**config.mk**
```make
export PLATFORM = sky130hd
export DESIGN_NAME = ps2_key_decoder
export DESIGN_NICKNAME = d
export VERILOG_FILES = /design/src/rtl/ps2_key_decoder.sv
export SDC_FILE = /design/constraint.sdc
export NUM_CORES = 1
export LEC_CHECK = 0
export ABC_CLOCK_PERIOD_IN_PS = 2170
export CAP_MARGIN = 20
export CELL_PAD_IN_SITES_DETAIL_PLACEMENT = 0
export CELL_PAD_IN_SITES_GLOBAL_PLACEMENT = 1
export CORE_MARGIN = 8
export CORE_UTILIZATION = 48
export CTS_CLUSTER_DIAMETER = 30
export DETAILED_ROUTE_END_ITERATION = 8
export GPL_TIMING_DRIVEN = 0
export MAX_ROUTING_LAYER = met4
export PLACE_DENSITY = 0.78
export SKIP_CTS_REPAIR_TIMING = 1
export SLEW_MARGIN = 5
export SYNTH_ARGS = -nofsm -noshare
export SYNTH_HDL_FRONTEND = slang
export SYNTH_SLANG_ARGS = --single-unit
```
**constraint.sdc**
```tcl
create_clock -name clk_sys -period 2.17 [get_ports clk_sys]
set_input_delay 0.434 -clock clk_sys [delete_from_list [all_inputs] [get_ports clk_sys]]
set_output_delay 0.434 -clock clk_sys [all_outputs]
set_load 0.01 [all_outputs]
```
**src/rtl/ps2_key_decoder.sv**
```systemverilog
// ps2_key_decoder
//   Receives the raw PS/2 keyboard stream (scan code set 2), deframes the
//   11-bit frames, resolves the E0 (extended) and F0 (break) prefixes and
//   emits one-cycle key events in the clk_sys domain.
//
// Ports
//   clk_sys      in   system clock, rising edge
//   reset_n      in   asynchronous active-low reset
//   ps2_clk      in   raw PS/2 clock pin (asynchronous)
//   ps2_data     in   raw PS/2 data pin (asynchronous)
//   key_strobe   out  one-cycle pulse, new key event valid
//   key_code     out  scan code with prefixes stripped, held until next strobe
//   key_pressed  out  1 = make, 0 = break, held
//   key_extended out  1 = E0 prefix preceded the code, held
//   frame_err    out  one-cycle pulse on start/stop/parity/timeout error
//
// Build option
//   PS2_PARITY_CHECK_EN  when defined, a bad odd-parity bit rejects the byte
//                        and pulses frame_err; otherwise parity is ignored.
module ps2_key_decoder #(
    parameter int FILTER_LEN     = 8,
    parameter int TIMEOUT_CYCLES = 24000
) (
    input  logic       clk_sys,
    input  logic       reset_n,
    input  logic       ps2_clk,
    input  logic       ps2_data,
    output logic       key_strobe,
    output logic [7:0] key_code,
    output logic       key_pressed,
    output logic       key_extended,
    output logic       frame_err
);

    localparam logic [1:0] S_IDLE   = 2'd0;
    localparam logic [1:0] S_DATA   = 2'd1;
    localparam logic [1:0] S_PARITY = 2'd2;
    localparam logic [1:0] S_STOP   = 2'd3;

    localparam int              CNT_W   = $clog2(TIMEOUT_CYCLES);
    localparam logic [CNT_W-1:0] TO_LAST = CNT_W'(TIMEOUT_CYCLES - 1);

    // ---- stage: pin synchronizers and clock glitch filter ----
    logic [1:0]            clk_sync_q, dat_sync_q;
    logic [FILTER_LEN-1:0] filt_sh_q;
    logic                  filt_q, filt_d;
    logic                  clk_s, dat_s, all_lo, all_hi, fall;

    assign clk_s  = clk_sync_q[1];
    assign dat_s  = dat_sync_q[1];
    assign all_lo = ~|filt_sh_q;
    assign all_hi = &filt_sh_q;
    assign fall   = filt_q & all_lo;

    always_comb begin
        filt_d = filt_q;
        if (all_lo)      filt_d = 1'b0;
        else if (all_hi) filt_d = 1'b1;
    end

    always_ff @(posedge clk_sys or negedge reset_n) begin
        if (!reset_n) begin
            clk_sync_q <= 2'b11;
            dat_sync_q <= 2'b11;
            filt_sh_q  <= '1;
            filt_q     <= 1'b1;
        end else begin
            clk_sync_q <= {clk_sync_q[0], ps2_clk};
            dat_sync_q <= {dat_sync_q[0], ps2_data};
            filt_sh_q  <= {filt_sh_q[FILTER_LEN-2:0], clk_s};
            filt_q     <= filt_d;
        end
    end

    // ---- stage: frame FSM and inactivity timeout ----
    logic [1:0]       state_q, state_d;
    logic [2:0]       bitcnt_q, bitcnt_d;
    logic [CNT_W-1:0] to_cnt_q, to_cnt_d;
    logic [7:0]       shift_q, shift_d, byte_q;
    logic             par_q, par_d;
    logic             acc_q, acc_d, err_d, stop_ok;

`ifdef PS2_PARITY_CHECK_EN
    // Odd parity: data bits plus parity bit hold an odd number of ones.
    assign stop_ok = dat_s & (^{shift_q, par_q});
`else
    assign stop_ok = dat_s;
`endif

    always_comb begin
        state_d  = state_q;
        bitcnt_d = bitcnt_q;
        to_cnt_d = to_cnt_q;
        shift_d  = shift_q;
        par_d    = par_q;
        acc_d    = 1'b0;
        err_d    = 1'b0;
        if (fall) begin
            to_cnt_d = '0;
            case (state_q)
                S_IDLE: begin
                    if (!dat_s) begin
                        state_d  = S_DATA;
                        bitcnt_d = 3'd0;
                    end else begin
                        err_d = 1'b1;
                    end
                end
                S_DATA: begin
                    shift_d  = {dat_s, shift_q[7:1]};   // LSB arrives first
                    bitcnt_d = bitcnt_q + 3'd1;
                    if (bitcnt_q == 3'd7) state_d = S_PARITY;
                end
                S_PARITY: begin
                    par_d   = dat_s;
                    state_d = S_STOP;
                end
                default: begin
                    state_d = S_IDLE;
                    if (stop_ok) acc_d = 1'b1;
                    else         err_d = 1'b1;
                end
            endcase
        end else if (state_q == S_IDLE) begin
            to_cnt_d = '0;
        end else if (to_cnt_q == TO_LAST) begin
            state_d  = S_IDLE;
            to_cnt_d = '0;
            err_d    = 1'b1;
        end else begin
            to_cnt_d = to_cnt_q + 1'b1;
        end
    end

    always_ff @(posedge clk_sys or negedge reset_n) begin
        if (!reset_n) begin
            state_q  <= S_IDLE;
            bitcnt_q <= 3'd0;
            to_cnt_q <= '0;
            acc_q    <= 1'b0;
        end else begin
            state_q  <= state_d;
            bitcnt_q <= bitcnt_d;
            to_cnt_q <= to_cnt_d;
            acc_q    <= acc_d;
        end
    end

    // Frame payload needs no reset: it is only consumed behind acc_q.
    always_ff @(posedge clk_sys) begin
        shift_q <= shift_d;
        par_q   <= par_d;
        if (acc_d) byte_q <= shift_d;
    end

    // ---- stage: prefix resolution and key event outputs ----
    logic       ext_q, ext_d, brk_q, brk_d;
    logic       strobe_q, strobe_d, pressed_q, pressed_d, extout_q, extout_d;
    logic       err_q;
    logic [7:0] code_q, code_d;

    // A strobe follows acceptance by one cycle with the FSM already in IDLE,
    // and the filter cannot produce another falling edge that soon, so no
    // error source can coincide with a strobe.
    always_comb begin
        ext_d     = ext_q;
        brk_d     = brk_q;
        strobe_d  = 1'b0;
        code_d    = code_q;
        pressed_d = pressed_q;
        extout_d  = extout_q;
        if (acc_q) begin
            case (byte_q)
                8'hE0: ext_d = 1'b1;
                8'hF0: brk_d = 1'b1;
                // Keyboard replies and error codes, not keys.
                8'hAA, 8'hFA, 8'hEE, 8'hFE, 8'h00, 8'hFF: begin
                    ext_d = 1'b0;
                    brk_d = 1'b0;
                end
                default: begin
                    strobe_d  = 1'b1;
                    code_d    = byte_q;
                    pressed_d = ~brk_q;
                    extout_d  = ext_q;
                    ext_d     = 1'b0;
                    brk_d     = 1'b0;
                end
            endcase
        end
    end

    always_ff @(posedge clk_sys or negedge reset_n) begin
        if (!reset_n) begin
            ext_q     <= 1'b0;
            brk_q     <= 1'b0;
            strobe_q  <= 1'b0;
            code_q    <= 8'h00;
            pressed_q <= 1'b0;
            extout_q  <= 1'b0;
            err_q     <= 1'b0;
        end else begin
            ext_q     <= ext_d;
            brk_q     <= brk_d;
            strobe_q  <= strobe_d;
            code_q    <= code_d;
            pressed_q <= pressed_d;
            extout_q  <= extout_d;
            err_q     <= err_d;
        end
    end

    assign key_strobe   = strobe_q;
    assign key_code     = code_q;
    assign key_pressed  = pressed_q;
    assign key_extended = extout_q;
    assign frame_err    = err_q;

endmodule

```
==> impl_metrics.toml <==
[run]
max_cap_violations = 0

[critical_path]
worst_setup_path_end_kind = "register"
critPathSlowestCell = "or4_1"
worstPathCellList = "or4_1 > a21o_1 > o311ai_4 > mux2_2"
cp_data_required_time_ns = 2.39
regToRegSetupSlack_ns = 0.22
crit_path_start_kind = "register"
cp_data_arrival_time_ns = 2.17
critical-path-max-stage-delay_ns = 0.55
timing.setup.critical_path_class = "register to register"
critical_path_peak_fanout = 9

[route]
drt_drc_violations_left = 0
detailedRoute.firstIterationViolations = 60
dr_total_vias = 1713
routed_wl_um = 4470
final_antenna_net_count = 0
drt_pass1_iterations = 4
route.detailed.wl_per_inst_um = 13.7
detail_route.vias_per_cell = 5.25

[timing]
hold_violations = 0
final-setup-viol-count = 0
holdWs_ns = 0.0726
timing.max_slew.rel_slack_pct = 64.1
finalClockSkew_ns = 0.00641
final.period_utilization_pct = 89.8
worst_pin_slew_ns = 0.539
final_max_slew_viol_count = 0
grt_setup_unrepaired = "no"
fmaxAchievable_mhz = 513
period_minus_slack_ns = 1.95

[global_route]
grt_antenna_before_repair = 0
grt_pass1_wl_um = 7910
overflow = 0
grt_max_degree = 27
grtUsageTotal_pct = 12.4
grt_pass1_vias = 1720

[clock_network]
tritoncts = "done"
cts-htree-levels = 3
cts.path.max_buffers = 2
clk_transition_reported_paths_ns = 0.07
ctsRootBufferMaster = "clkbuf_8"
clkLatencyLatePin_ns = 0.34
numCtsBuffers = 9
clock_sink_count = 64

[yosys]
yosys.area_share.simple_pct = 15.6
synthDominantAreaCellType = "dfrtp_1"
synth_area_um2 = 2720
number_of_nets_produced_by_synthesis = 234
synth_top_area_share_pct = 32.2
synth_fa_ha_area_share_pct = 3.68
synth_ff_type = "dfrtp_1"
synth-xor-area-share_pct = 3.22
synth-edff-count = 8
asyncSetResetFlopFracSynth_pct = 75.0
synth_instances = 222
compound_gate_portion_of_the_synthesized_area_pct = 8.42
synth-seq-area-share_pct = 59.5
portion_of_netlist_area_occupied_by_mux_cells_pct = 6.53
main_combinational_cell_family_by_area_after_synthesis = "simple AND/OR/NAND/NOR gates"
synth.area.top_cells = "dfrtp_1 32%, dfstp_2 13%, edfxtp_1 8.8%"
ys_ff_latch = 64
synthesis.area_per_instance_um2 = 12.2
post_synth_num_cell_types = 46
yosys_warnings = 0

[cells_and_area]
layout.cells.non_filler = 326
post-route-util_pct = 57.8
diodes = 0
layout-drive-gt1-share_pct = 20.9
nNetsFinal = 261
syn2layout_area_growth_pct = 17.1
design_area_um2 = 3180

[die]
initial_cell_density_of_the_core_pct = 49.4
ioPinCount = 16
fp.dieArea_um2 = 8330
floorplan.core_area_um2 = 5510
die-height_um = 91.3
rows = 27
die_width_um = 91.3

[power_and_ir_drop]
p_leak_nw = 1.37
maximum_vdd_drop_v = 0.000494
total_power_consumption_mw = 2.36
power-per-cell-area_nw_per_um2 = 741

[place]
placed_area_um2 = 2970
number_of_placed_cells_counting_well_taps = 310
port-buffer-count = 15
place_hpwl_um = 3040
globalplace.congestion = 0.716

[min_path]
hp-class = "input pin to async pin"

[status]
result_of_the_run = "complete, no violations"
-- cells by family (layout without fill, tap and decap cells) --
logic type      Yosys count  in the layout
compound gates           31             31
buf+inv                  16             48
mux                      16             16
xor+xnor                 10             10
simple gates             77             77
fa+ha+maj                 8              8
flops                    64             64
-- placed cells by master (no fill, tap or decap), types with 2 or more instances in the layout --
cell             count
inv_1               12
bufinv_16            2
clkinv_1             3
edfxtp_1             8
xor2_1               5
and2_1               2
nand4_1              9
nand3_1              7
ha_1                 8
nand2_1             16
or4_1                4
a21oi_1              6
mux2_2              14
mux2i_1              2
xnor2_1              5
o31ai_1              2
or3_1                2
clkdlybuf4s50_1     14
dfxtp_1              8
nor4_1               3
dfrtp_1             35
clkbuf_1             2
clkbuf_8             9
buf_2                2
a22o_1               2
a21o_1               2
nor4_2               2
a221oi_1             2
nor2_1              20
and3_1               4
nor2b_1              2
dfstp_2             13
o21ai_0              8
-- power breakdown --
group	internal, mW	total (mW)	switching [mW]
clock network	0.636	1.07	0.435
registers	1.23	1.25	0.0116
logic	0.0136	0.0402	0.0265
total	1.88	2.36	0.473
-- registers in the layout, summed over array words and instances (netlist names), 2 cells and up --
name,count
bitcnt_q,3
byte_q,8
clk_sync_q,2
dat_sync_q,2
filt_sh_q,8
key_code,8
shift_q,8
state_q,2
to_cnt_q,15
-- critical path: cells and delay by family, from the launching register on --
family	cells	cell delay, ns
AO/OA/AOI/OAI	2	0.39
flip-flops	1	0.50
multiplexers	1	0.40
AND/OR/NAND/NOR	1	0.55
-- per-stage QoR --
step                setup WS (ns)  TNS, ns
floorplan                   0.357        0
global placement           -0.702   -27.08
detailed placement         0.0981        0
CTS                        0.0834        0
global route               0.0557        0
finish                      0.222        0
-- cells in the mapped netlist, types with 2 or more instances --
library cell	n
nor2b_1	2
a21o_1	2
nand4_1	9
nor2_1	20
or3_1	2
xnor2_1	5
edfxtp_1	8
dfrtp_1	35
xor2_1	5
inv_1	12
nor4_1	4
mux2i_1	2
and2_1	2
a21oi_1	6
a22o_1	2
dfstp_2	13
dfxtp_1	8
o21ai_0	8
a221oi_1	2
mux2_2	14
nand2_1	16
o31ai_1	2
nand3_1	7
or4_1	4
ha_1	8
and3_1	4
-- worst paths after layout --
check,startpoint,to,cells past startpoint
worst max-delay path,byte_q[4],key_code[7],4
worst min-delay path,reset_n,key_code[4],1
worst max register to register,byte_q[4],key_code[7],4
worst min register to register,clk_sync_q[1],filt_sh_q[0],0
max in group asynchronous,reset_n,dat_sync_q[0],2
min in group clk_sys,clk_sync_q[1],filt_sh_q[0],0
-- metal layers --
| metal | track usage (%) | vias to the layer above | part of all wire, % |
|---|---|---|---|
| li1 | - | 853 | - |
| met1 | 15.4 | 826 | 50 |
| met2 | 16.8 | 23 | 44 |
| met3 | 3.62 | 11 | 3.5 |
| met4 | 8.59 | 0 | 2.6 |
| met5 | - | - | 0 |
-- layout make-up --
| type | instances | area, µm² |
|---|---|---|
| Fill cell | 440 | 2320 |
| Sequential cell | 64 | 1620 |
| Multi-Input combinational cell | 142 | 1030 |
| Timing Repair Buffer | 16 | 165 |
| Clock buffer | 11 | 131 |
| Tap cell | 72 | 90.1 |
| Clock inverter | 5 | 71.3 |
| Inverter | 12 | 45.0 |
| Buffer | 4 | 36.3 |
No activity file was read; power rests on OpenSTA's default activity.
